### src/rtl/stopwatch_ctrl.sv
`default_nettype none
// ============================================================================
//  Module   : stopwatch_ctrl
//  Purpose  : Sequencing controller for the stopwatch datapath. Turns two
//             debounced button levels into run / clear / clock-enable-restart
//             controls, runs the split (frozen display) mode, stores lap
//             times and selects which digit vector the display shows.
//  Ports    : clk          system clock, rising edge
//             reset        synchronous, active-high
//             btn_ss       start/stop button level
//             btn_lap      lap/reset button level
//             live_digits  live 5-digit BCD count (digit 0 in [3:0])
//             run          digit counter may increment
//             clear        1-cycle pulse, clear digit counter
//             ce_restart   1-cycle pulse, restart increment clock enable
//             show_digits  digits routed to the display mux
//             lap_idx      recalled lap slot (0 outside recall)
//             lap_count    number of stored laps
//             lap_full     lap buffer full
//  Revision : 1.0  initial release
// ============================================================================
module stopwatch_ctrl #(
    parameter int LAP_DEPTH  = 4,
    parameter int SPLIT_HOLD = 200_000_000
) (
    input  logic        clk,
    input  logic        reset,
    input  logic        btn_ss,
    input  logic        btn_lap,
    input  logic [19:0] live_digits,
    output logic        run,
    output logic        clear,
    output logic        ce_restart,
    output logic [19:0] show_digits,
    output logic [2:0]  lap_idx,
    output logic [2:0]  lap_count,
    output logic        lap_full
);

    // $clog2(N) bits always hold N-1, the largest value the timer loads.
    localparam int                   c_timer_w    = $clog2(SPLIT_HOLD);
    localparam logic [c_timer_w-1:0] c_timer_load = c_timer_w'(SPLIT_HOLD - 1);
    localparam logic [c_timer_w-1:0] c_timer_one  = c_timer_w'(1);
    localparam logic [2:0]           c_lap_depth  = 3'(LAP_DEPTH);

    localparam logic [2:0] c_st_idle    = 3'd0;
    localparam logic [2:0] c_st_run     = 3'd1;
    localparam logic [2:0] c_st_split   = 3'd2;
    localparam logic [2:0] c_st_stopped = 3'd3;
    localparam logic [2:0] c_st_recall  = 3'd4;

    logic [2:0]           r_state;
    logic                 r_ss_prev;
    logic                 r_lap_prev;
    logic                 r_clear;
    logic                 r_ce_restart;
    logic [2:0]           r_lap_count;
    logic [2:0]           r_lap_idx;
    logic [c_timer_w-1:0] r_timer;
    logic [19:0]          r_hold;
    logic [19:0]          r_lap_mem [LAP_DEPTH];

    logic                 w_ss_press;
    logic                 w_lap_press;
    logic [2:0]           w_state_next;
    logic                 w_capture;
    logic                 w_store;
    logic [2:0]           w_lap_count_next;
    logic [2:0]           w_lap_idx_next;
    logic [c_timer_w-1:0] w_timer_next;
    logic                 w_clear_next;
    logic                 w_ce_restart_next;
    logic [19:0]          w_recall_digits;

    // Rising-edge detect; start/stop wins when both buttons press together.
    assign w_ss_press  = btn_ss & ~r_ss_prev;
    assign w_lap_press = btn_lap & ~r_lap_prev & ~w_ss_press;

    // A capture always refreshes the split display; it only lands in the
    // lap buffer while there is a free slot.
    assign w_store = w_capture && (r_lap_count < c_lap_depth);

    always_comb begin
        w_state_next      = r_state;
        w_capture         = 1'b0;
        w_lap_count_next  = r_lap_count;
        w_lap_idx_next    = 3'd0;
        w_timer_next      = '0;
        w_clear_next      = 1'b0;
        w_ce_restart_next = 1'b0;

        case (r_state)
            c_st_idle: begin
                if (w_ss_press) begin
                    w_state_next      = c_st_run;
                    w_ce_restart_next = 1'b1;
                end else if (w_lap_press && (r_lap_count != 3'd0)) begin
                    w_state_next = c_st_recall;
                end
            end
            c_st_run, c_st_split: begin
                if (w_ss_press) begin
                    w_state_next = c_st_stopped;
                end else if (w_lap_press) begin
                    w_state_next = c_st_split;
                    w_capture    = 1'b1;
                    w_timer_next = c_timer_load;
                end else if (r_state == c_st_split) begin
                    if (r_timer == '0) begin
                        w_state_next = c_st_run;
                    end else begin
                        w_timer_next = r_timer - c_timer_one;
                    end
                end
            end
            c_st_stopped: begin
                if (w_ss_press) begin
                    w_state_next = c_st_run;
                end else if (w_lap_press) begin
                    w_state_next     = c_st_idle;
                    w_clear_next     = 1'b1;
                    w_lap_count_next = 3'd0;
                end
            end
            c_st_recall: begin
                w_lap_idx_next = r_lap_idx;
                if (w_ss_press) begin
                    w_state_next   = c_st_idle;
                    w_lap_idx_next = 3'd0;
                end else if (w_lap_press) begin
                    if (r_lap_idx + 3'd1 == r_lap_count) begin
                        w_state_next   = c_st_idle;
                        w_lap_idx_next = 3'd0;
                    end else begin
                        w_lap_idx_next = r_lap_idx + 3'd1;
                    end
                end
            end
            default: begin
                w_state_next = c_st_idle;
            end
        endcase

        if (w_store) begin
            w_lap_count_next = r_lap_count + 3'd1;
        end
    end

    always_ff @(posedge clk) begin
        if (reset) begin
            r_state      <= c_st_idle;
            r_clear      <= 1'b0;
            r_ce_restart <= 1'b0;
            r_lap_count  <= 3'd0;
            r_lap_idx    <= 3'd0;
            r_timer      <= '0;
            r_hold       <= '0;
            // Load current levels so a button held through reset is no press.
            r_ss_prev    <= btn_ss;
            r_lap_prev   <= btn_lap;
        end else begin
            r_state      <= w_state_next;
            r_clear      <= w_clear_next;
            r_ce_restart <= w_ce_restart_next;
            r_lap_count  <= w_lap_count_next;
            r_lap_idx    <= w_lap_idx_next;
            r_timer      <= w_timer_next;
            r_ss_prev    <= btn_ss;
            r_lap_prev   <= btn_lap;
            if (w_capture) begin
                r_hold <= live_digits;
            end
        end
    end

    // Lap storage carries no reset; slots above lap_count are don't-care.
    always_ff @(posedge clk) begin
        for (int i = 0; i < LAP_DEPTH; i++) begin
            if (!reset && w_store && (r_lap_count == 3'(i))) begin
                r_lap_mem[i] <= live_digits;
            end
        end
    end

    always_comb begin
        w_recall_digits = '0;
        for (int i = 0; i < LAP_DEPTH; i++) begin
            if (r_lap_idx == 3'(i)) begin
                w_recall_digits = r_lap_mem[i];
            end
        end
    end

    always_comb begin
        case (r_state)
            c_st_split:  show_digits = r_hold;
            c_st_recall: show_digits = w_recall_digits;
            default:     show_digits = live_digits;
        endcase
    end

    assign run        = (r_state == c_st_run) || (r_state == c_st_split);
    assign clear      = r_clear;
    assign ce_restart = r_ce_restart;
    assign lap_idx    = r_lap_idx;
    assign lap_count  = r_lap_count;
    assign lap_full   = (r_lap_count == c_lap_depth);

endmodule
`default_nettype wire

### config.mk
export PLATFORM = sky130hd
export DESIGN_NAME = stopwatch_ctrl
export DESIGN_NICKNAME = d
export VERILOG_FILES = /design/src/rtl/stopwatch_ctrl.sv
export SDC_FILE = /design/constraint.sdc
export NUM_CORES = 1
export LEC_CHECK = 0
export CORE_MARGIN = 5
export CORE_UTILIZATION = 25
export CTS_CLUSTER_SIZE = 10
export DETAILED_ROUTE_END_ITERATION = 7
export PLACE_DENSITY = 0.38
export RECOVER_POWER = 25
export SLEW_MARGIN = 10
export SYNTH_ARGS = -nofsm -noshare
export SYNTH_HDL_FRONTEND = slang
export SYNTH_SLANG_ARGS = --single-unit
### constraint.sdc
create_clock -name clk -period 4.8 [get_ports clk]
set_input_delay 0.72 -clock clk [delete_from_list [all_inputs] [get_ports clk]]
set_output_delay 0.72 -clock clk [all_outputs]
set_load 0.005 [all_outputs]
==> results of run 1 <==
==> area by class of cell <==
type | count | area, sq um | area share, %
sequential | 141 | 3620 | 48.3
clock buffer | 17 | 425 | 5.67
multi-input combinational | 347 | 2190 | 29.2
tap | 319 | 399 | 5.32
inverter | 10 | 37.5 | 0.501
timing repair buffer | 67 | 636 | 8.48
clock inverter | 15 | 184 | 2.45
==> worst min-delay path: cells and delay by family (launching register included) <==
kind	cells	cell delay [ps]
and+or+nand+nor	1	50
AOI/OAI and AO/OA	1	50
DFF	1	310
==> layout by cell type, fill, tap and decap left out, types with 10 or more instances in the layout <==
cell / netlist / final
buf_4: 0 / 14
dlygate4sd3_1: 0 / 18
o21ai_2: 11 / 11
inv_1: 10 / 10
a222oi_1: 20 / 20
nor3_1: 17 / 16
clkbuf_16: 0 / 17
a21oi_1: 26 / 26
dfxtp_1: 61 / 61
nand2_1: 69 / 69
nor2_1: 27 / 27
xnor2_1: 24 / 24
a22oi_1: 20 / 20
o21ai_0: 42 / 42
edfxtp_1: 80 / 80
clkdlybuf4s50_1: 0 / 35
ha_1: 12 / 12
==> report_power, final <==
group | total, mW | switching, mW | leakage, nW | internal, mW
clock network | 1.35 | 0.526 | 0.294 | 0.824
registers | 1.30 | 0.00956 | 1.21 | 1.29
logic | 0.213 | 0.112 | 1.23 | 0.101
==> state kept, by name (all words and copies together), names as in the netlist <==
name / cells
r_ss_prev: 1
clear: 1
lap_count: 3
r_state: 3
ce_restart: 1
lap_idx: 3
r_lap_prev: 1
r_lap_mem: 80
r_timer: 28
r_hold: 20
==> kinds of logic after synthesis <==
logic type	Yosys count	synth area share, %
flops	141	60.5
fa+ha+maj	13	2.68
compound gates	138	15.4
simple gates	166	14.0
xor+xnor	30	4.39
buf+inv	41	3.01
==> how the worst min path moves through the flow <==
stage	from	to	slack [ps]	cells past startpoint
4_1_cts	r_hold[10]	r_hold[10]	460	2
6_report	r_hold[14]	r_hold[14]	460	2
3_3_place_gp	r_hold[10]	r_hold[10]	440	2
2_1_floorplan	r_hold[0]	r_hold[0]	440	2
5_1_grt	r_hold[17]	r_hold[17]	470	2
3_5_place_dp	r_hold[10]	r_hold[10]	450	2
==> through the flow <==
| step | cell area (sq um) | total power, mW | hold WS, ps | worst slack [ps] |
|---|---|---|---|---|
| finish | 7500 | 2.86 | 456 | 898 |
| global route | 7500 | 2.97 | 473 | 629 |
| CTS | 7500 | 2.90 | 456 | 815 |
| detailed placement | 6890 | 1.54 | 448 | 1270 |
| global placement | 6890 | 1.54 | 441 | 1280 |
| floorplan | 5990 | 1.45 | 436 | 2530 |
==> per-layer routing <==
metal | up-vias | wire length (um)
met5 | - | 0
met1 | 2043 | 7420
met3 | 15 | 679
li1 | 2084 | -
met4 | 0 | 200
met2 | 89 | 7580
==> reports/metrics.yaml, run 1 <==
floorplanning:
  rows: 56
  start_util_pct: 25.4
  die_area_sq_um: 27100
  io_pins: 54
  coreArea_sq_um: 23500
  die_x_um: 165
  dieHeight_um: 165
grt:
  grt_start_max_net_pins: 30
  grt_pass1_wl_um: 24900
  met2_usage_pct: 20.1
  busiest_layer: "met2"
  use_met1_pct: 15.9
  grtUsageMet3_pct: 2.67
  grt.overflow.total: 0
  grt_pass1_vias: 4379
  antenna_found_initial: 0
  grt_use_total_pct: 12.2
timing:
  rsz0062_at_grt: "false"
  period_share_pct: 81.3
  worst_slew_pin_slew_ps: 1050
  setup_viol: 0
  period_minus_slack_ps: 3900
  slew_headroom_pct: 29.8
  hold_viol: 0
  max_clock_freq_mhz: 256
  final_max_slew_viol_count: 0
  fin_tns_setup_ps: 0
  skew_ps: 7.35
setup_path:
  reg2reg_to: "r_timer[3]"
  crit_path_end_kind: "output port"
  path_delay_family: "buffers and inverters"
  crit_cells: 7
  reg2reg_slack_ps: 2090
  path_cells: "inv_1, ha_1, nand2_1, buf_4, o21ai_0, o21ai_0, clkdlybuf4s50_1"
  reg2reg_from: "r_timer[0]"
  crit_required_ps: 4080
  crit_top_cell: "o21ai_0"
  crit_type: "reg -> out"
  worst-r2r-cell-count: 7
  path_buf_inv: 3
  worstPathMaxFanout: 29
  worst_ep_arrival_time_ps: 3180
  startpoint_type: "flip-flop"
  critPathLaunch: "lap_idx[0]"
  worst_path_max_delay_cell: "nand2_1"
  cpPeakStageDelay_ps: 760
  cp-endpoint: "show_digits[0]"
routing:
  vias: 4231
  post_drt_wl_per_cell_um: 17.3
  dr.pass1.iters: 6
  antenna_left: 0
  drc: 0
  finalWirelength_um: 15900
  drt_iter0_drc: 404
  viasPerCell: 4.62
finish:
  fin_util_pct: 31.8
  drive_gt1_share_pct: 11.2
  area_delta_synth_final_pct: 25.3
  nets: 620
  num_antenna_cells: 0
  instances_no_fill: 916
  nFillCells: 2434
synth:
  yosys_warnings: 0
  ys_seq_elements: 141
  syn_avg_cell_area_sq_um: 11.3
  yosysTopAreaCell: "edfxtp_1"
  synth_area_sq_um: 5990
  async_flop_share_pct: 0
  synthFlopType: "edfxtp_1"
  yosysSeqAreaShare_pct: 60.5
  syn_inst: 529
  yosysTopAreaCellShare_pct: 40.1
  synth_most_common_cell: "edfxtp_1"
  synth_common_cells: "edfxtp_1, nand2_1, dfxtp_1, o21ai_0"
  syn_nets: 565
  synth.distinct_cells: 49
  ys_top_cells_by_area: "edfxtp_1, dfxtp_1, nand2_1, o21ai_0, xnor2_1"
  synth-edff-count: 80
run_status:
  status: "finished clean"
place:
  dp.cells: 884
  place_hpwl_um: 9790
  port_buffers: 53
  globalplace.congestion: 0.707
cts:
  post_cts_resized: 0
  htree_levels: 4
  cts_tree: "yes"
  path_clk_slew_ps: 60
  cts_buffers: 17
  clkSinkCount: 141
  clock_latency_ps: 410
  cts_root_buffer: "clkbuf_16"
  cts_setup_buffers: 0
  hold_buffers: 0
  clockBufferDepth: 2
run:
  maxCapViolCount: 0
pwr:
  ir_worst_vdd_mv: 0.219
  power_density_nw_per_um2: 381
  cellLeakagePower_nw: 2.74
worst_hold_path:
  min_path_type: "reg -> reg"
(Power assumes the default switching activity.)
==> run 2: changes to the inputs <==
--- a/config.mk
+++ b/config.mk
@@ -9,7 +9,7 @@
 export CORE_UTILIZATION = 25
 export CTS_CLUSTER_SIZE = 10
 export DETAILED_ROUTE_END_ITERATION = 7
-export PLACE_DENSITY = 0.38
+export PLACE_DENSITY = 0.4
 export RECOVER_POWER = 25
 export SLEW_MARGIN = 10
 export SYNTH_ARGS = -nofsm -noshare
==> constraint.sdc (replaced) <==
create_clock -name clk -period 3.2 [get_ports clk]
set_input_delay 0.48 -clock clk [delete_from_list [all_inputs] [get_ports clk]]
set_output_delay 0.48 -clock clk [all_outputs]
set_load 0.005 [all_outputs]
==> reports/metrics.yaml, run 2 (synthesized netlist as in run 1, its figures left out) <==
cts:
  clockBufferDepth: 2  # unchanged
  cts_buffers: 17  # unchanged
  cts_tree: "yes"
  hold_buffers: 0  # unchanged
  htree_levels: 4  # unchanged
  cts_root_buffer: "clkbuf_16"
  clkSinkCount: 141  # unchanged
  path_clk_slew_ps: 60  # about the same
  clock_latency_ps: 420  # about the same
routing:
  dr.pass1.iters: 5  # -1
  vias: 4272  # +0.97%
  antenna_left: 0  # unchanged
  drt_iter0_drc: 360  # -11%
  drc: 0  # unchanged
  finalWirelength_um: 15700  # -1.2%
  post_drt_wl_per_cell_um: 17.0  # -2.0%
  viasPerCell: 4.62  # about the same
finish:
  fin_util_pct: 32.4  # +0.58 points
  regMostFlops: "r_lap_mem"
  nFillCells: 2412  # -0.90%
  seqCellArea_sq_um: 3620  # about the same
  reg_top3: "r_lap_mem: 80 flops, r_timer: 28 flops, r_hold: 20 flops"
  num_antenna_cells: 0  # unchanged
  largest_reg_flops: 80  # unchanged
  nets: 628  # +1.3%
  mostFrequentLayoutCell: "edfxtp_1"
  area_delta_synth_final_pct: 27.6
  drive_gt1_share_pct: 13.1  # +1.8 points
  multi_input_area_sq_um: 2200  # +0.51%
  final_cell_mix: "edfxtp_1, nand2_1, dfxtp_1, o21ai_0, clkdlybuf4s50_1"
setup_path:
  worst_ep_arrival_time_ps: 2630  # -550 ps
  crit_type: "reg -> out"
  crit_cells: 10  # +3
  path_buf_inv: 4  # +1
  crit_path_end_kind: "output port"
  worst_path_max_delay_cell: "clkdlybuf4s50_1"
  startpoint_type: "flip-flop"
  worstPathMaxFanout: 10  # -66%
  crit_top_cell: "o21ai_0"
  worst-r2r-cell-count: 7  # unchanged
  crit_required_ps: 2720  # -1360 ps
  cpPeakStageDelay_ps: 550  # -210 ps
  path_cells: "inv_1, ha_1, nor3b_4, buf_12, clkbuf_16, a22oi_1, nand2_1, o21ai_0, o21ai_0, clkdlybuf4s50_1"
  path_delay_family: "buffers and inverters"
place:
  port_buffers: 53  # unchanged
  globalplace.congestion: 0.709  # +0.35%
  place_hpwl_um: 9870  # +0.83%
grt:
  grt_start_max_net_pins: 31  # +3.3%
  grt_pass1_vias: 4252  # -2.9%
  grt.overflow.total: 0  # unchanged
  antenna_found_initial: 0  # unchanged
  grt_pass1_wl_um: 24100  # -3.6%
  grt_use_total_pct: 11.6  # -0.55 points
timing:
  period_share_pct: 97.2
  hold_viol: 0  # unchanged
  max_clock_freq_mhz: 322
  setup_viol: 0  # unchanged
  skew_ps: 9.95  # +2.60 ps
  slew_headroom_pct: 60.8  # +31 points
  worst_slew_pin_slew_ps: 588  # -463 ps
  period_minus_slack_ps: 3110
  final_max_slew_viol_count: 0  # unchanged
pwr:
  cellLeakagePower_nw: 2.82  # +2.8%
  ir_worst_vdd_mv: 0.344  # +57%
  power_density_nw_per_um2: 553  # +45%
  power_mw: 4.22  # +48%
run_status:
  status: "finished clean"
floorplanning:
  io_pins: 54  # unchanged
  rows: 56  # unchanged
  dieHeight_um: 165  # unchanged
  die_area_sq_um: 27100  # unchanged
  start_util_pct: 25.4  # unchanged
  coreArea_sq_um: 23500  # unchanged
  die_x_um: 165  # unchanged
run:
  maxCapViolCount: 0  # unchanged
worst_hold_path:
  min_path_type: "reg -> reg"
  min_path_cells: 2  # unchanged
[run 2: worst paths after layout]
kind                    from               to  slack [ps]
hold reg to reg   r_hold[18]       r_hold[18]         460
hold / removal    r_hold[18]       r_hold[18]         460
setup / recovery  lap_idx[1]  show_digits[17]          90
setup reg to reg  r_timer[0]       r_timer[4]         540
[run 2: report_power, final]
part | total, mW | switching, mW | internal, mW
registers | 1.94 | 0.0122 | 1.93
logic | 0.325 | 0.170 | 0.155
clock network | 1.96 | 0.836 | 1.12
[run 2: timing repair]
item / CTS / global route
resized for setup: 1 / 9
endpoints found under the setup margin: 8 / 13
pin swaps: 0 / 1
hold endpoints to repair: 0 / 0
setup buffers: 0 / 1
gates cloned: 0 / 2
[run 2: per-layer routing]
| layer | wire, um | track usage [%] | part of all wire (%) | up-vias |
|---|---|---|---|---|
| li1 | - | - | - | 2104 |
| met1 | 7320 | 15.4 | 47 | 2069 |
| met2 | 7540 | 18.7 | 48 | 81 |
| met3 | 637 | 2.45 | 4.1 | 18 |
| met4 | 193 | 4.08 | 1.2 | 0 |
| met5 | 0 | 0 | 0 | - |
[run 2: cell type report]
class,count,share of cell area (%)
multi-input combinational,347,28.9
clock buffer,18,5.75
clock inverter,14,1.93
timing repair buffer,75,10.3
sequential,141,47.5
inverter,10,0.492
tap,319,5.23
[run 2: worst reg2reg max path, cell delays in order (launching register included)]
cell and delay (ps):
dfxtp_1 360, inv_1 100, ha_1 190, or4b_2 580, or4_4 430, o31a_1 290
nand2_2 430, o21ai_1 150
[run 2: through the flow]
step / instances / cell area [sq um] / hold slack, ps / worst slack [ps] / setup TNS [ps]
finish: 924 / 7630 / 456 / 90.4 / 0
global route: 924 / 7630 / 466 / -19.5 / -95.5
CTS: 921 / 7550 / 457 / 30.0 / 0
detailed placement: 889 / 6960 / 448 / 415 / 0
global placement: 889 / 6960 / 441 / 442 / 0
floorplan: 529 / 5990 / 436 / 946 / 0
==> run 3: changes to the inputs <==
==> constraint.sdc (replaced) <==
create_clock -name clk -period 3.2 [get_ports clk]
set_input_delay 0.48 -clock clk [delete_from_list [all_inputs] [get_ports clk]]
set_output_delay 0.48 -clock clk [all_outputs]
set_load 0.02 [all_outputs]
==> reports/metrics.yaml, run 3 (synthesized netlist as in run 1, its figures left out) <==
routing:
  drt_iter0_drc: 329  # -8.6%
  antenna_left: 0  # unchanged
  drc: 0  # unchanged
  viasPerCell: 4.60  # -0.47%
  dr.pass1.iters: 5  # unchanged
  post_drt_wl_per_cell_um: 16.9  # -0.49%
  vias: 4238  # -0.80%
  finalWirelength_um: 15600  # -0.81%
grt:
  grt_pass1_vias: 4411  # +3.7%
  met2_usage_pct: 19.5  # +0.80 points
  busiest_layer: "met2"
  antenna_found_initial: 0  # unchanged
  grtUsageMet3_pct: 3.49  # +1.0 points
  grt_pass1_wl_um: 24600  # +2.3%
  grt_use_total_pct: 11.9  # +0.31 points
  grt_start_max_net_pins: 41  # +32%
  grt.overflow.total: 0  # unchanged
  use_met1_pct: 15.3  # -0.17 points
setup_path:
  crit_required_ps: 2720  # about the same
  worst_ep_arrival_time_ps: 2460  # -170 ps
  worst-r2r-cell-count: 7  # unchanged
  worstPathMaxFanout: 20  # +10
  crit_path_end_kind: "output port"
  crit_type: "reg -> out"
  startpoint_type: "flip-flop"
place:
  place_hpwl_um: 9750  # -1.3%
  port_buffers: 53  # unchanged
  place_ws_ps: 455  # +39.3 ps
  globalplace.congestion: 0.716  # +0.99%
cts:
  clkSinkCount: 141  # unchanged
  hold_buffers: 0  # unchanged
  cts_buffers: 17  # unchanged
  htree_levels: 4  # unchanged
  path_clk_slew_ps: 60  # about the same
  cts_tree: "yes"
  clock_latency_ps: 420  # about the same
  clockBufferDepth: 2  # unchanged
  cts_root_buffer: "clkbuf_16"
pwr:
  power.internal_mw: 3.24  # +1.3%
  p_switching_mw: 1.02  # about the same
  combPwrFrac_pct: 8.0  # +0.3 points
  power_density_nw_per_um2: 562  # +1.6%
  seqPwrFrac_pct: 45.5  # -0.5 points
  clkPwrFrac_pct: 46.4  # about the same
  ir_worst_vdd_mv: 0.312  # -9.4%
  cellLeakagePower_nw: 2.93  # +4.1%
  p_sw_share_pct: 23.9  # -0.24 points
timing:
  final_max_slew_viol_count: 0  # unchanged
  rsz0062_at_grt: "false"
  worst_slew_pin_slew_ps: 554  # -34.5 ps
  fin_ws_ps: 260  # +169 ps
  skew_ps: 8.69  # -1.26 ps
  slew_headroom_pct: 63.0  # +2.2 points
  setup_viol: 0  # unchanged
  period_share_pct: 91.9  # -5.3 points
  fin_tns_setup_ps: 0  # unchanged
  max_clock_freq_mhz: 340  # +5.8%
  period_minus_slack_ps: 2940  # -169 ps
  hold_viol: 0  # unchanged
floorplanning:
  start_util_pct: 25.4  # unchanged
  die_x_um: 165  # unchanged
  coreArea_sq_um: 23500  # unchanged
  die_area_sq_um: 27100  # unchanged
  dieHeight_um: 165  # unchanged
  rows: 56  # unchanged
  io_pins: 54  # unchanged
finish:
  area_delta_synth_final_pct: 26.8
  largest_reg_flops: 80  # unchanged
  nFillCells: 2431  # +0.79%
  final_cell_mix: "edfxtp_1, nand2_1, dfxtp_1, o21ai_0, nor2_1"
  nets: 625  # -0.48%
  regMostFlops: "r_lap_mem"
  num_antenna_cells: 0  # unchanged
  drive_gt1_share_pct: 12.1  # -0.93 points
  reg_top3: "r_lap_mem: 80 flops, r_timer: 28 flops, r_hold: 20 flops"
  mostFrequentLayoutCell: "edfxtp_1"
worst_hold_path:
  min_path_cells: 2  # unchanged
  min_path_type: "reg -> reg"
run_status:
  status: "finished clean"
run:
  maxCapViolCount: 0  # unchanged
-- run 3: metal layers --
layer / part of all wire [%] / up-vias / routed length (um)
li1: - / 2091 / -
met1: 46 / 2060 / 7140
met2: 48 / 75 / 7510
met3: 4.7 / 12 / 733
met4: 1.2 / 0 / 180
met5: 0 / - / 0
-- run 3: final cells by class --
class | count | area (sq um) | share of cell area, %
inverter | 10 | 37.5 | 0.495
multi-input combinational | 347 | 2190 | 28.9
tap | 319 | 399 | 5.26
sequential | 141 | 3620 | 47.7
clock inverter | 14 | 161 | 2.13
timing repair buffer | 72 | 746 | 9.83
clock buffer | 18 | 429 | 5.66
-- run 3: power groups by stage --
stage               clock, mW  combinational (mW)  sequential (mW)
finish                   1.98               0.343             1.94
global route             2.13               0.379             1.94
CTS                      2.05               0.357             1.94
detailed placement          0               0.358             1.98
global placement            0               0.357             1.98
floorplan                   0               0.218             1.98
-- run 3: what timing repair did --
item                       CTS  global route
setup endpoints to repair    4            16
cloned                       0             0
resized for setup            4            16
buffers inserted             0             0
-- run 3: final timing paths --
kind               from               to  slack [ps]
min reg2reg  r_hold[15]       r_hold[15]         460
max reg2reg  r_timer[0]       r_timer[4]         540
min          r_hold[15]       r_hold[15]         460
max          lap_idx[0]  show_digits[15]         260
-- run 3: worst max-delay path, stage by stage, from the launching register on --
cell and delay, ps:
dfxtp_1 380, ha_1 220, ha_1 180, and3_1 160, buf_4 220, a222oi_1 350
o21ai_0 170, dlygate4sd2_1 350
-- run 3: through the flow --
step           area, sq um  utilization [%]  power, mW  cells  hold WS [ps]
4_1_cts               7550             32.1       4.34    921           458
5_1_grt               7590             32.2       4.45    921           475
6_report              7590             32.2       4.26    921           457
3_5_place_dp          6960             29.6       2.34    889           449
3_3_place_gp          6960             29.6       2.34    889           442
2_1_floorplan         5990                -       2.20    529           436
